File: config.mk
export PLATFORM = sky130hd
export DESIGN_NAME = i2c_seq
export DESIGN_NICKNAME = d
export VERILOG_FILES = /design/src/rtl/i2c_seq.sv
export SDC_FILE = /design/constraint.sdc
export NUM_CORES = 1
export LEC_CHECK = 0
export ABC_CLOCK_PERIOD_IN_PS = 3200
export CAP_MARGIN = 0
export CORE_ASPECT_RATIO = 1.5
export CORE_UTILIZATION = 52
export DETAILED_ROUTE_END_ITERATION = 8
export PLACE_DENSITY = 0.8
export SLEW_MARGIN = 20
export SYNTH_ARGS = -nofsm -noshare
export SYNTH_HDL_FRONTEND = slang
export SYNTH_SLANG_ARGS = --single-unit
File: constraint.sdc
create_clock -name clk -period 3.2 [get_ports clk]
set_input_delay 0.48 -clock clk [delete_from_list [all_inputs] [get_ports clk]]
set_output_delay 0.48 -clock clk [all_outputs]
set_load 0.02 [all_outputs]
File: src/rtl/i2c_seq.sv
// I2C register-transaction sequencer: drives the four-register I2C master device
// to perform a single one-byte register write or register read per command.
module i2c_seq #(
    parameter logic [15:0] SCLH    = 16'd250,
    parameter logic [15:0] SCLL    = 16'd250,
    parameter logic [19:0] TIMEOUT = 20'd1000000
) (
    input  logic        clk,
    input  logic        rst,
    input  logic        cmd_valid,
    output logic        cmd_ready,
    input  logic        cmd_rd,
    input  logic [6:0]  cmd_dev,
    input  logic [7:0]  cmd_reg,
    input  logic [7:0]  cmd_wdata,
    output logic        rsp_done,
    output logic        rsp_err,
    output logic [7:0]  rsp_code,
    output logic [7:0]  rsp_rdata,
    output logic        m_stb,
    output logic        m_we,
    output logic [1:0]  m_addr,
    output logic [31:0] m_wdata,
    input  logic [31:0] m_rdata,
    input  logic        m_ack
);

    localparam logic [1:0] ADDR_SET  = 2'd0;
    localparam logic [1:0] ADDR_DATA = 2'd1;
    localparam logic [1:0] ADDR_SCL  = 2'd2;
    localparam logic [1:0] ADDR_CLR  = 2'd3;

    localparam logic [7:0] BIT_I2EN = 8'h40;
    localparam logic [7:0] BIT_STA  = 8'h20;
    localparam logic [7:0] BIT_STO  = 8'h10;
    localparam logic [7:0] BIT_SI   = 8'h08;
    localparam logic [7:0] BIT_AA   = 8'h04;

    localparam logic [19:0] TMO_LAST = TIMEOUT - 20'd1;

    typedef enum logic [3:0] {
        ST_INIT0,
        ST_INIT1,
        ST_INIT2,
        ST_IDLE,
        ST_STA,
        ST_WAIT,
        ST_STAT,
        ST_CHECK,
        ST_ACT1,
        ST_ACT2,
        ST_STO,
        ST_STO_CLR,
        ST_DONE
    } state_t;

    state_t      state_q, state_d;
    logic        cmd_ready_q, cmd_ready_d;
    logic        rsp_done_q, rsp_done_d;
    logic        rsp_err_q, rsp_err_d;
    logic [7:0]  rsp_code_q, rsp_code_d;
    logic [7:0]  rsp_rdata_q, rsp_rdata_d;
    logic        m_stb_q, m_stb_d;
    logic        m_we_q, m_we_d;
    logic [1:0]  m_addr_q, m_addr_d;
    logic [31:0] m_wdata_q, m_wdata_d;
    logic        rd_q, rd_d;
    logic [6:0]  dev_q, dev_d;
    logic [7:0]  reg_q, reg_d;
    logic [7:0]  wdata_q, wdata_d;
    logic [2:0]  step_q, step_d;
    logic [7:0]  status_q, status_d;
    logic        err_q, err_d;
    logic [7:0]  code_q, code_d;
    logic [19:0] tmo_q, tmo_d;

    logic        acc_we;
    logic [1:0]  acc_addr;
    logic [31:0] acc_wdata;
    logic [7:0]  exp_code;
    logic        bus_state;
    logic        acked;
    logic        timed_out;
    logic        unused_rdata;

    assign unused_rdata = ^m_rdata[31:8];
    assign acked        = m_stb_q & m_ack;
    assign timed_out    = (tmo_q >= TMO_LAST);

    assign bus_state = (state_q != ST_IDLE) && (state_q != ST_CHECK) && (state_q != ST_DONE);

    // The access each bus state performs; the step counter picks the post-status action.
    always_comb begin
        acc_we    = 1'b1;
        acc_addr  = ADDR_SET;
        acc_wdata = 32'h0;
        unique case (state_q)
            ST_INIT0:   begin acc_addr = ADDR_SCL; acc_wdata = {SCLH, SCLL}; end
            ST_INIT1:   begin acc_addr = ADDR_CLR; acc_wdata = {24'h0, BIT_I2EN | BIT_STA | BIT_SI | BIT_AA}; end
            ST_INIT2:   begin acc_addr = ADDR_SET; acc_wdata = {24'h0, BIT_I2EN}; end
            ST_STA:     begin acc_addr = ADDR_SET; acc_wdata = {24'h0, BIT_STA}; end
            ST_WAIT:    begin acc_we = 1'b0; acc_addr = ADDR_SET; end
            ST_STAT:    begin acc_we = 1'b0; acc_addr = ADDR_CLR; end
            ST_ACT1: begin
                unique case (step_q)
                    3'd0:    begin acc_addr = ADDR_DATA; acc_wdata = {24'h0, dev_q, 1'b0}; end
                    3'd1:    begin acc_addr = ADDR_DATA; acc_wdata = {24'h0, reg_q}; end
                    3'd2: begin
                        if (rd_q) begin
                            acc_addr  = ADDR_SET;
                            acc_wdata = {24'h0, BIT_STA};
                        end else begin
                            acc_addr  = ADDR_DATA;
                            acc_wdata = {24'h0, wdata_q};
                        end
                    end
                    3'd4:    begin acc_addr = ADDR_DATA; acc_wdata = {24'h0, dev_q, 1'b1}; end
                    3'd5:    begin acc_addr = ADDR_CLR; acc_wdata = {24'h0, BIT_SI | BIT_AA}; end
                    3'd6:    begin acc_we = 1'b0; acc_addr = ADDR_DATA; end
                    default: begin acc_addr = ADDR_SET; acc_wdata = 32'h0; end
                endcase
            end
            ST_ACT2: begin
                acc_addr  = ADDR_CLR;
                acc_wdata = ((step_q == 3'd0) || (step_q == 3'd4)) ? {24'h0, BIT_STA | BIT_SI}
                                                                   : {24'h0, BIT_SI};
            end
            ST_STO:     begin acc_addr = ADDR_SET; acc_wdata = {24'h0, BIT_STO}; end
            ST_STO_CLR: begin acc_addr = ADDR_CLR; acc_wdata = {24'h0, BIT_SI}; end
            default:    begin acc_we = 1'b1; end
        endcase
    end

    always_comb begin
        unique case (step_q)
            3'd0:    exp_code = 8'h08;
            3'd1:    exp_code = 8'h18;
            3'd2:    exp_code = 8'h28;
            3'd3:    exp_code = 8'h28;
            3'd4:    exp_code = 8'h10;
            3'd5:    exp_code = 8'h40;
            3'd6:    exp_code = 8'h58;
            default: exp_code = 8'hFF;
        endcase
    end

    // Every bus state strobes from a low-strobe cycle, so each access is followed by a gap.
    always_comb begin
        state_d     = state_q;
        cmd_ready_d = cmd_ready_q;
        rsp_done_d  = rsp_done_q;
        rsp_err_d   = rsp_err_q;
        rsp_code_d  = rsp_code_q;
        rsp_rdata_d = rsp_rdata_q;
        m_stb_d     = m_stb_q;
        m_we_d      = m_we_q;
        m_addr_d    = m_addr_q;
        m_wdata_d   = m_wdata_q;
        rd_d        = rd_q;
        dev_d       = dev_q;
        reg_d       = reg_q;
        wdata_d     = wdata_q;
        step_d      = step_q;
        status_d    = status_q;
        err_d       = err_q;
        code_d      = code_q;
        tmo_d       = tmo_q;

        if (bus_state && !m_stb_q && !((state_q == ST_WAIT) && timed_out)) begin
            m_stb_d   = 1'b1;
            m_we_d    = acc_we;
            m_addr_d  = acc_addr;
            m_wdata_d = acc_wdata;
        end
        if (acked) begin
            m_stb_d = 1'b0;
        end

        unique case (state_q)
            ST_INIT0: if (acked) state_d = ST_INIT1;
            ST_INIT1: if (acked) state_d = ST_INIT2;
            ST_INIT2: begin
                if (acked) begin
                    state_d     = ST_IDLE;
                    cmd_ready_d = 1'b1;
                end
            end
            ST_IDLE: begin
                if (cmd_valid && cmd_ready_q) begin
                    cmd_ready_d = 1'b0;
                    rd_d        = cmd_rd;
                    dev_d       = cmd_dev;
                    reg_d       = cmd_reg;
                    wdata_d     = cmd_wdata;
                    step_d      = 3'd0;
                    err_d       = 1'b0;
                    code_d      = 8'h00;
                    m_stb_d     = 1'b1;
                    m_we_d      = 1'b1;
                    m_addr_d    = ADDR_SET;
                    m_wdata_d   = {24'h0, BIT_STA};
                    state_d     = ST_STA;
                end
            end
            ST_STA: begin
                if (acked) begin
                    state_d = ST_WAIT;
                    tmo_d   = 20'd0;
                end
            end
            ST_WAIT: begin
                if (tmo_q != 20'hFFFFF) begin
                    tmo_d = tmo_q + 20'd1;
                end
                // A poll that returns SI beats a timeout expiring in the same cycle.
                if (acked && m_rdata[3]) begin
                    state_d = ST_STAT;
                end else if (timed_out && (acked || !m_stb_q)) begin
                    err_d   = 1'b1;
                    code_d  = 8'hFF;
                    state_d = ST_STO;
                end
            end
            ST_STAT: begin
                if (acked) begin
                    status_d = m_rdata[7:0];
                    state_d  = ST_CHECK;
                end
            end
            ST_CHECK: begin
                if (status_q != exp_code) begin
                    err_d   = 1'b1;
                    code_d  = status_q;
                    state_d = ST_STO;
                end else if (step_q == 3'd3) begin
                    state_d = ST_STO;
                end else begin
                    state_d = ST_ACT1;
                end
            end
            ST_ACT1: begin
                if (acked) begin
                    if (step_q == 3'd5) begin
                        step_d  = 3'd6;
                        tmo_d   = 20'd0;
                        state_d = ST_WAIT;
                    end else if (step_q == 3'd6) begin
                        rsp_rdata_d = m_rdata[7:0];
                        state_d     = ST_STO;
                    end else begin
                        state_d = ST_ACT2;
                    end
                end
            end
            ST_ACT2: begin
                if (acked) begin
                    step_d  = ((step_q == 3'd2) && rd_q) ? 3'd4 : step_q + 3'd1;
                    tmo_d   = 20'd0;
                    state_d = ST_WAIT;
                end
            end
            ST_STO: if (acked) state_d = ST_STO_CLR;
            ST_STO_CLR: begin
                if (acked) begin
                    rsp_done_d = 1'b1;
                    rsp_err_d  = err_q;
                    rsp_code_d = code_q;
                    state_d    = ST_DONE;
                end
            end
            ST_DONE: begin
                rsp_done_d  = 1'b0;
                cmd_ready_d = 1'b1;
                state_d     = ST_IDLE;
            end
            default: state_d = ST_INIT0;
        endcase
    end

    always_ff @(posedge clk or negedge rst) begin
        if (!rst) begin
            state_q     <= ST_INIT0;
            cmd_ready_q <= 1'b0;
            rsp_done_q  <= 1'b0;
            rsp_err_q   <= 1'b0;
            rsp_code_q  <= 8'h00;
            rsp_rdata_q <= 8'h00;
            m_stb_q     <= 1'b0;
            m_we_q      <= 1'b0;
            m_addr_q    <= 2'd0;
            m_wdata_q   <= 32'h0;
            rd_q        <= 1'b0;
            dev_q       <= 7'h00;
            reg_q       <= 8'h00;
            wdata_q     <= 8'h00;
            step_q      <= 3'd0;
            status_q    <= 8'h00;
            err_q       <= 1'b0;
            code_q      <= 8'h00;
            tmo_q       <= 20'd0;
        end else begin
            state_q     <= state_d;
            cmd_ready_q <= cmd_ready_d;
            rsp_done_q  <= rsp_done_d;
            rsp_err_q   <= rsp_err_d;
            rsp_code_q  <= rsp_code_d;
            rsp_rdata_q <= rsp_rdata_d;
            m_stb_q     <= m_stb_d;
            m_we_q      <= m_we_d;
            m_addr_q    <= m_addr_d;
            m_wdata_q   <= m_wdata_d;
            rd_q        <= rd_d;
            dev_q       <= dev_d;
            reg_q       <= reg_d;
            wdata_q     <= wdata_d;
            step_q      <= step_d;
            status_q    <= status_d;
            err_q       <= err_d;
            code_q      <= code_d;
            tmo_q       <= tmo_d;
        end
    end

    assign cmd_ready = cmd_ready_q;
    assign rsp_done  = rsp_done_q;
    assign rsp_err   = rsp_err_q;
    assign rsp_code  = rsp_code_q;
    assign rsp_rdata = rsp_rdata_q;
    assign m_stb     = m_stb_q;
    assign m_we      = m_we_q;
    assign m_addr    = m_addr_q;
    assign m_wdata   = m_wdata_q;

endmodule

==> results.txt, run 1 <==
The run finished with clean final reports. The setup slack after layout came out at 389 ps. The routed design has around 15 mm of wire. Detailed placement finished with a half-perimeter wire length of approximately 10 mm.

The cell at the root of the clock tree is sky130_fd_sc_hd__clkbuf_16. The number of hold-slack violations in the final timing report came out at 0. The average size of a mapped cell came out at approximately 9.6 um2.

The ratio of routed vias to standard cells came out at 5.91. The total non-filler cell area in the finished layout came out at 0.00761 mm2. STA classifies the critical path startpoint as a flop. After layout, the minimum clock period comes to about 2800 ps. The share of post-route cells with drive strength above 1 came out at ~11%. The final setup TNS is 0 ps.

Clock latency on the worst-skew pair, taken at its later pin, is 420 ps. The total number of vias is 5127. At the worst endpoint, the arrival time is roughly 3100 ps.

The total of hold buffers inserted after clock tree synthesis came out at 0. After synthesis, the netlist uses 62 different library cells. The highest achievable clock rate came out at ~0.36 GHz. The worst clock skew is about 5.8 ps. The number of clock sinks is 123.

The max-capacitance violation count is 0. The number of global-route vias before repair came out at just over 5k. The all-layer global routing usage came out at around 27%.

The actual transition at the worst max-transition pin is 722 ps. For this run, the register share of the synthesized area comes to roughly half. In the synthesized netlist the dominant register cell turns out to be sky130_fd_sc_hd__dfrtp_1. Before CTS, the worst setup slack after placement is 422 ps. The number of inserted diodes is 0. The number of standard-cell rows in the floorplan is 47. The setup path with the least slack is of type flop to flop. The net total in the final layout came out at a little under 800. The post-synthesis instance area came out at 0.00593 mm2. The synthesis-to-finish area growth came out at 28.3%. The number of gates resized after CTS was 0. The weighted congestion at the end of routability-driven global placement came out at 0.910.

The number of setup violations in the final report came out at 0. The post-CTS setup buffer count came out at 0. Walking the worst path, the cells encountered are inv_1, ha_1, nor2b_1, or4_1, a32oi_1, o2111ai_1, and3b_1, mux2_2. The library cell used most frequently in the layout, excluding fill and tap cells, is sky130_fd_sc_hd__dfrtp_1. The post-route worst hold slack is approximately 110 ps. TritonCTS built the clock tree.

The clock slew seen by the registers of the worst setup and hold paths is about 60 ps. The largest stage delay on the critical path is between 400 and 500 ps. The power density over cell area is between 900 and 1000 mW/mm2.

The maximum buffer depth of the clock tree came out at 2. The number of antenna violations at the first check in global routing is 0. The final number of max-transition violations is 0.

The post-synth net total is roughly 690. For this design the top-level I/O count stands at around 120. The highest ir drop seen on vdd came out at approximately 0.00052 V. The design draws roughly 7 mW.

The DRC violation count after routing came out at 0. The area of the core region came out at between 0.01 and 0.015 mm2. The number of buffers added on ports is 90. After detailed placement, the total cell area comes to between 0.006 and 0.007 mm2. The worst setup path is captured at a flop. Synthesis produced a netlist whose cell count is just over 600. The die is approximately 89 um wide. The endpoint required time on the critical path came out at between 3000 and 4000 ps. The number of buffers added by the clock tree synthesis step came out at 17. The warning count from the yosys run is 0. The critical-path cell with the highest stage delay is sky130_fd_sc_hd__or4_1. The starting density of the core is between 50% and 60%. The ratio of final minimum period to clock period came out at between 80% and 90%. The post-detailed-route count of antenna-violating nets came out at 0. The worst register-to-register path has a setup slack of 390 ps. The worst-path maximum fanout came out at 9.

The final standard cell count with taps included and fillers excluded came out at 868. The number of synthesized flops with an enable pin is 0. The proportion of synthesized flip-flops having asynchronous set or reset is 100%. The total iterations of the first detailed-routing run came out at 5. The type of the most critical hold path is input port to asynchronous set/reset pin. The die covers 0.0118 mm2. In the layout the commonest cells are sky130_fd_sc_hd__dfrtp_1, sky130_fd_sc_hd__nand2_1, sky130_fd_sc_hd__clkdlybuf4s50_1, sky130_fd_sc_hd__o21ai_0, sky130_fd_sc_hd__nor2_1. The iteration-0 DRC count of the detailed router came out at slightly below 500. The cell leakage power came out at 3.50 nW.

Measured on the finished design, the core utilization comes to 68.8%. The floorplan die height came out at 133 um. The synthesized flop and latch total came out at approximately 120. Measured against its own limit, the worst slew margin works out to between 50% and 60%. The global-route congestion overflow total is 0. The first global-routing pass estimated between 20 and 25 mm of wire. The H-tree depth reported by CTS came out at 4. Setup repair after global routing left no endpoint under its margin.

The post-detailed-route wirelength per cell came out at 17.4 um. The maximum number of pins on one net before global-route repair is 58. Including well taps, the total number of placed cells is ~840.
-- registers in the layout, indices dropped and copies added, names as in the netlist --
register and cells:
rsp_done 1, status_q 8, wdata_q 8, m_we 1
m_wdata 32, rsp_err 1, m_addr 2, err_q 1
code_q 8, rd_q 1, tmo_q 20, rsp_code 8
rsp_rdata 8, dev_q 7, reg_q 8, step_q 3
state_q 4, m_stb 1, cmd_ready 1
-- power by group --
part           leakage, nW  internal [mW]  switching [mW]  total (mW)
Combinational         1.59           1.03            1.54        2.57
Sequential            1.60           1.99           0.341        2.34
Clock                0.301           1.32           0.747        2.06
-- cell families after synthesis --
| logic type | after synthesis | synth area share, % |
|---|---|---|
| flops | 123 | 51.9 |
| xor+xnor | 2 | 0.295 |
| buf+inv | 54 | 4.01 |
| simple gates | 249 | 19.9 |
| mux | 23 | 4.32 |
| compound gates | 161 | 17.9 |
| fa+ha+maj | 8 | 1.69 |
-- layer usage --
layer | track usage [%] | routed length [um]
met3 | 5.74 | 601
met2 | 45.0 | 7740
met5 | 0 | 0
met4 | 14.0 | 641
met1 | 32.9 | 6110
-- worst paths after layout --
path / startpoint / endpoint / cells after the start
setup / recovery: step_q[0] / code_q[7] / 8
hold / removal: rst / m_wdata[25] / 1
setup reg to reg: step_q[0] / code_q[7] / 8
hold reg to reg: m_wdata[17] / m_wdata[17] / 1
max in group asynchronous: rst / dev_q[5] / 2
min in group clk: m_wdata[17] / m_wdata[17] / 1
-- worst max-delay path, delay by kind of cell (launching register included) --
kind | cells | cell delay [ps]
flip-flops | 1 | 470
AND/OR/NAND/NOR | 3 | 1040
AO/OA/AOI/OAI | 2 | 440
buffers and inverters | 1 | 130
multiplexers | 1 | 320
adder cells (fa/ha/maj) | 1 | 300
-- area by class of cell --
class / instances / area [um2]
multi-input combinational: 443 / 2630
fill: 842 / 3440
clock inverter: 15 / 213
tap: 147 / 184
inverter: 16 / 60.1
sequential: 123 / 3080
clock buffer: 17 / 425
timing repair buffer: 107 / 1030
-- synthesized netlist by cell type, drive strengths merged, types with 9 or more instances --
cell type	count	share of area, %
nor2b	10	1.1
clkbuf	27	1.7
o31ai	18	2.4
nand2	119	7.5
o21ai	49	4.1
a21oi	29	2.4
nor2	35	2.3
mux2	21	4.0
a21o	10	1.3
nand3	14	1.2
buf	11	1.3
and3	25	2.6
nor3	9	0.84
inv	16	1.0
dfrtp	123	52
Power figures use the tool's default switching activity.
==> run 2, diff against run 1 <==
Settings changed: CORE_MARGIN from default to 3.
==> results.txt, run 2 (same netlist as run 1, synthesis figures left out) <==
The run finished, with violations left. The checks that failed: hold timing. The net total in the final layout came out at 776.

The total of hold buffers inserted after clock tree synthesis came out at 0. The repair_antennas step left the layout with diodes totalling 0. The DRC violation count after routing is 0. The highest achievable clock rate is roughly 0.35 GHz. The cell at the root of the clock tree is sky130_fd_sc_hd__clkbuf_16.

The library cells used most frequently in the layout, excluding fill and tap cells, are sky130_fd_sc_hd__dfrtp_1, sky130_fd_sc_hd__nand2_1, sky130_fd_sc_hd__clkdlybuf4s50_1, sky130_fd_sc_hd__o21ai_0, sky130_fd_sc_hd__nor2_1. The wire-length estimate of the detail-placed layout is between 10 and 15 mm. The ratio of final minimum period to clock period is 89.5%. The global-route congestion overflow total came out at 0. For this design the static power due to leakage is 3.47 nW. Entering global routing, the biggest net connects between 60 and 70 pins. The met3 usage is 5.01%. TritonCTS built the clock tree. Clock latency on the worst-skew pair, taken at its later pin, is ~410 ps. The number of hold-slack violations in the final timing report came out at 4.

The endpoint required time on the critical path came out at roughly 3500 ps. The cell total after placement came out at around 840. For this design the ratio of total power to cell area is just under 900 mW/mm2. The number of standard-cell rows in the floorplan is 47. Dividing the detail-routed wire length by the instance count gives around 17 um. Setup repair after global routing left no endpoint under its margin. In the routed layout, each cell is associated on average with a via count of around 6. The final standard cell utilization of the core came out at 68.0%. The all-layer global routing usage is 24.8%. The library cell used most frequently in the layout, excluding fill and tap cells, is sky130_fd_sc_hd__dfrtp_1. The capturing element type of the critical path is a flop.

Of all nets on the critical path, the largest fanout is 12. In this run the tool buffered the top-level ports with 90 buffer cells. The number of global-route vias before repair came out at slightly above 5k. The clock drives around 120 sinks. For this configuration, the core starts out at a cell density of 53.4%. The share of post-route cells with drive strength above 1 is ~11%.

After clock tree synthesis, the clock-pin slew on the worst setup and hold paths is 60 ps. At the end of routability-driven placement, the weighted congestion stood at between 0.9 and 1. The number of flip-flops in the largest register came out at 32. The headroom to the max-slew limit came out at about two fifths. Pin placement for this block handled between 100 and 150 I/O pins. The clock period minus worst slack is 2860 ps. The highest ir drop seen on vdd is just over 0.0005 V.

The met2 track demand over resource in global routing came out at 43.7%. The post-route worst hold slack is -2.98 ps. For this run, the detailed router's first-pass iteration total came to 5. The global routing stage identified its most utilized layer as met2. The H-tree depth reported by CTS came out at 4. The final number of max-transition violations is 0. The filler cell count is approximately 830. The tool flagged a number of max-cap violations equal to 0. The area of the die is 0.0128 mm2. The finished layout holds 868 standard cells, fillers aside. Once detail routing completed, the nets flagged for antenna violations numbered 0. The number of antenna violations at the first check in global routing came out at 0.

The global-route wire length before repair is 24.9 mm. The core region is roughly 0.011 mm2. The final wirelength is approximately 15 mm.

The number of buffers added by the clock tree synthesis step is 17. Counting along the longest clock path gives a buffer depth of 2. After clock tree synthesis, the setup repair step added 0 buffers.

The synthesis-to-finish area growth is 27.4%. The final setup TNS came out at 0 ps. The x dimension of the die came out at about 93 um.

STA classifies the critical path startpoint as a flop. The total number of vias is between 5k and 6k. The data arrival time of the critical path is roughly 3200 ps.

The met1 track demand over resource came out at between 20 and 30%. The actual transition at the worst max-transition pin came out at 903 ps. The worst clock skew came out at 4.10 ps. The floorplan step set the die height to 137 um.

Setup violations remaining at the end of the flow were counted as 0. In this run the worst hold path is classified as input port to asynchronous set/reset pin. For this block, the initial DRC count from the detailed router was between 400 and 500. The path type of the worst setup path is flop to flop. After clock tree synthesis, the repair step resized 0 gates.
run 2: cell count changes in the layout (fill, tap and decap cells not counted):
cell                         change
sky130_fd_sc_hd__clkinvlp_4      +3
sky130_fd_sc_hd__bufinv_16       -3
sky130_fd_sc_hd__buf_4           -1
sky130_fd_sc_hd__inv_6           -4
sky130_fd_sc_hd__buf_12          +1
sky130_fd_sc_hd__clkbuf_8        +2
sky130_fd_sc_hd__clkinv_2        +2
run 2: worst paths after layout:
path                       depth (start not counted)  slack, ps      start         end
max reg2reg                                        8        340  step_q[0]   code_q[2]
max in group asynchronous                          2       2450        rst  wdata_q[0]
min in group clk                                   2        470   reg_q[2]    reg_q[2]
min                                                1         -3        rst   code_q[5]
min reg2reg                                        2        470   reg_q[2]    reg_q[2]
max                                                8        340  step_q[0]   code_q[2]
run 2: layout make-up:
| cell class | instances | area [um2] | share of cell area [%] |
|---|---|---|---|
| Sequential cell | 123 | 3080 | 40.7 |
| Multi-Input combinational cell | 443 | 2630 | 34.7 |
| Timing Repair Buffer | 107 | 1040 | 13.7 |
| Clock buffer | 19 | 453 | 5.99 |
| Tap cell | 147 | 184 | 2.43 |
| Clock inverter | 13 | 120 | 1.59 |
| Inverter | 16 | 60.1 | 0.795 |
run 2: worst max-delay path, stage by stage (launching register included):
cell	delay, ps
sky130_fd_sc_hd__dfrtp_1	460
sky130_fd_sc_hd__inv_1	160
sky130_fd_sc_hd__ha_1	460
sky130_fd_sc_hd__nor3_1	150
sky130_fd_sc_hd__or4_1	410
sky130_fd_sc_hd__a32oi_1	250
sky130_fd_sc_hd__o2111ai_1	200
sky130_fd_sc_hd__and3b_1	340
sky130_fd_sc_hd__mux2_2	320
run 2: report_power, final:
group | switching (mW) | internal [mW] | total [mW]
logic | 1.50 | 1.03 | 2.53
registers | 0.370 | 1.99 | 2.36
clock network | 0.713 | 1.11 | 1.82
run 2: metrics by stage:
| stage | cell area [um2] | setup slack, ps | total power [mW] | hold slack, ps |
|---|---|---|---|---|
| 2_1_floorplan | 5930 | 753 | 4.02 | 184 |
| 3_3_place_gp | 6990 | 445 | 4.79 | 432 |
| 3_5_place_dp | 6990 | 355 | 4.88 | 445 |
| 4_1_cts | 7560 | 333 | 6.73 | 4.49 |
| 5_1_grt | 7560 | 162 | 7.13 | 22.9 |
| 6_report | 7560 | 337 | 6.72 | -2.98 |
run 2: per-layer routing:
metal / wire [um] / vias to the layer above
li1: - / 2392
met4: 563 / 0
met5: 0 / -
met2: 8090 / 173
met3: 692 / 37
met1: 5820 / 2478
==> run 3, diff against run 2 <==
Settings changed: CORE_UTILIZATION 52 to 59, DONT_BUFFER_PORTS from default to 1, PLACE_DENSITY 0.8 to 0.75.
==> results.txt, run 3 (same netlist as run 1, synthesis figures left out) <==
The flow ran to the end, but the final reports show violations. The final reports fail on hold timing. The worst setup path is launched from a flop. Power spread over the standard cell area amounts to roughly 980 mW/mm2.

The clock passes through at most 2 buffers. The maximum number of pins on one net before global-route repair is 124. The net total in the final layout is roughly 680. For this run, the top clock speed supported by timing is 0.349 GHz. Dividing the detail-routed wire length by the instance count gives roughly 19 um. In this run the static leakage power is 3.12 nW.

The clock slew seen by the registers of the worst setup and hold paths came out at approximately 60 ps. The highest ir drop seen on vdd is between 0.0005 and 0.0006 V. The DRC violation count after routing is 0. The x dimension of the die came out at ~88 um.

The number of standard-cell rows in the floorplan is 44. The placement-stage cell area came out at roughly 0.006 mm2. The count of nets left with antenna violations once routing finished came out at 0. The number of global-route vias before repair came out at between 4k and 5k. The number of clock sinks came out at between 100 and 150. The clock arrives with ~5.4 ps of skew. The setup slack after layout is 331 ps. Counting the fill cells in the layout gives roughly 750. The number of setup violations in the final report is 0. The iteration-0 DRC count of the detailed router came out at about 450. In this run the post-CTS setup repair buffer count came out at 0.

The number of hold-slack violations in the final timing report is roughly 120. Once detailed placement completed, the half-perimeter wirelength came to 9.25 mm. The final number of max-transition violations came to 0. Measured against its own limit, the worst slew margin works out to roughly 42%. The area of the die came out at 0.0113 mm2. The final standard cell count with taps included and fillers excluded came out at around 740.

The clock period minus worst slack is ~2900 ps. The cell sitting at the root of the clock tree is a sky130_fd_sc_hd__clkbuf_16. STA classifies the critical path endpoint as a flop. The library cell used most frequently in the layout, excluding fill and tap cells, is sky130_fd_sc_hd__dfrtp_1.

The ratio of final minimum period to clock period came out at 89.7%. The path class of the tightest hold or removal check is input port to asynchronous set/reset pin. The total non-filler cell area in the finished layout is 0.00659 mm2. Input and output buffers added on the ports amount to 0. The starting density of the core came out at roughly 61%. The number of inserted diodes is 0. Using the TritonRoute via totals, the vias-per-cell ratio works out to between 6 and 7. The data arrival time of the critical path came out at around 3200 ps. The max-capacitance violation count is 0.

The synthesis-to-finish area growth came out at 11.1%. For this run, the detailed router's first-pass iteration total came to 6. The core region is just under 0.01 mm2. Timing analysis after detailed placement gives a worst setup slack of roughly 350 ps. Setup repair after global routing left no endpoint under its margin.

The final route contains around 4.7k vias. The final setup TNS came out at 0 ps. The number of flip-flops in the largest register came out at 32.

The global-route wire length before repair is 22.4 mm. For the pin with the worst max-slew slack, the measured transition is 860 ps. The post-route worst hold slack is -243 ps.

The cell total after placement came out at between 700 and 800. The post-route total power is 6.46 mW. The number of antenna violations at the first check in global routing is 0. The H-tree depth reported by CTS came out at 4.

The TritonCTS clock tree is yes. In the layout the commonest cells are sky130_fd_sc_hd__dfrtp_1, sky130_fd_sc_hd__nand2_1, sky130_fd_sc_hd__o21ai_0, sky130_fd_sc_hd__nor2_1, sky130_fd_sc_hd__a21oi_1. Buffers inserted during clock tree synthesis total 17.

Routability-driven placement finished with a final weighted congestion of 0.891. The latest clock arrival within the worst-skew pair came out at ~420 ps. The all-layer global routing usage came out at 25.5%. The number of cells upsized or downsized after cts is 0.

The worst-path maximum fanout came out at 14. The critical path is of the flop to flop type. At the worst endpoint, the required time is around 3500 ps.

The number of I/O pins came out at roughly 120. The die is 129 um tall. The share of post-route cells with drive strength above 1 is between 10% and 20%. The final wirelength came out at ~14 mm. For this run the aggregate overflow at the end of global routing stands at 0.
## run 3: final timing paths
| kind | start | slack [ps] | end | depth (start not counted) |
|---|---|---|---|---|
| max | step_q[1] | 330 | code_q[5] | 8 |
| min | rst | -240 | m_wdata[24] | 0 |
| max reg2reg | step_q[1] | 330 | code_q[5] | 8 |
| min reg2reg | reg_q[2] | 470 | reg_q[2] | 2 |
| max in group asynchronous | rst | 3310 | m_addr[1] | 0 |
| min in group clk | cmd_reg[1] | 170 | reg_q[1] | 2 |
## run 3: stage by stage
step	util, %	hold WS [ps]
3_3_place_gp	61.5	188
2_1_floorplan	-	184
4_1_cts	67.6	-255
5_1_grt	67.6	-257
6_report	67.6	-243
3_5_place_dp	61.5	188
## run 3: layout make-up
class | instances | area [um2] | share of cell area, %
sequential | 123 | 3080 | 46.7
clock inverter | 11 | 144 | 2.18
timing repair buffer | 12 | 90.1 | 1.37
multi-input combinational | 443 | 2630 | 39.8
tap | 115 | 144 | 2.18
inverter | 16 | 60.1 | 0.911
clock buffer | 21 | 450 | 6.83
## run 3: layer usage
layer	wire length (um)	global-route usage (%)	part of all wire (%)	vias up
met5	0	0	0	-
met4	449	12.3	3.2	0
met3	832	7.37	6.0	34
met2	6990	41.9	50	159
met1	5590	30.6	40	2295
li1	-	-	-	2199
## run 3: power by group
group	total [mW]	internal (mW)	switching (mW)
clock network	1.92	1.24	0.677
logic	2.01	0.780	1.23
registers	2.53	1.99	0.537
total	6.46	4.02	2.44
## run 3: worst max-delay path, cell delays in order, from the launching register on
cell,delay (ps)
sky130_fd_sc_hd__dfrtp_1,450
sky130_fd_sc_hd__inv_1,140
sky130_fd_sc_hd__ha_1,490
sky130_fd_sc_hd__nor3_1,130
sky130_fd_sc_hd__or4_1,420
sky130_fd_sc_hd__a32oi_1,240
sky130_fd_sc_hd__o2111ai_1,230
sky130_fd_sc_hd__and3b_1,350
sky130_fd_sc_hd__mux2_2,310
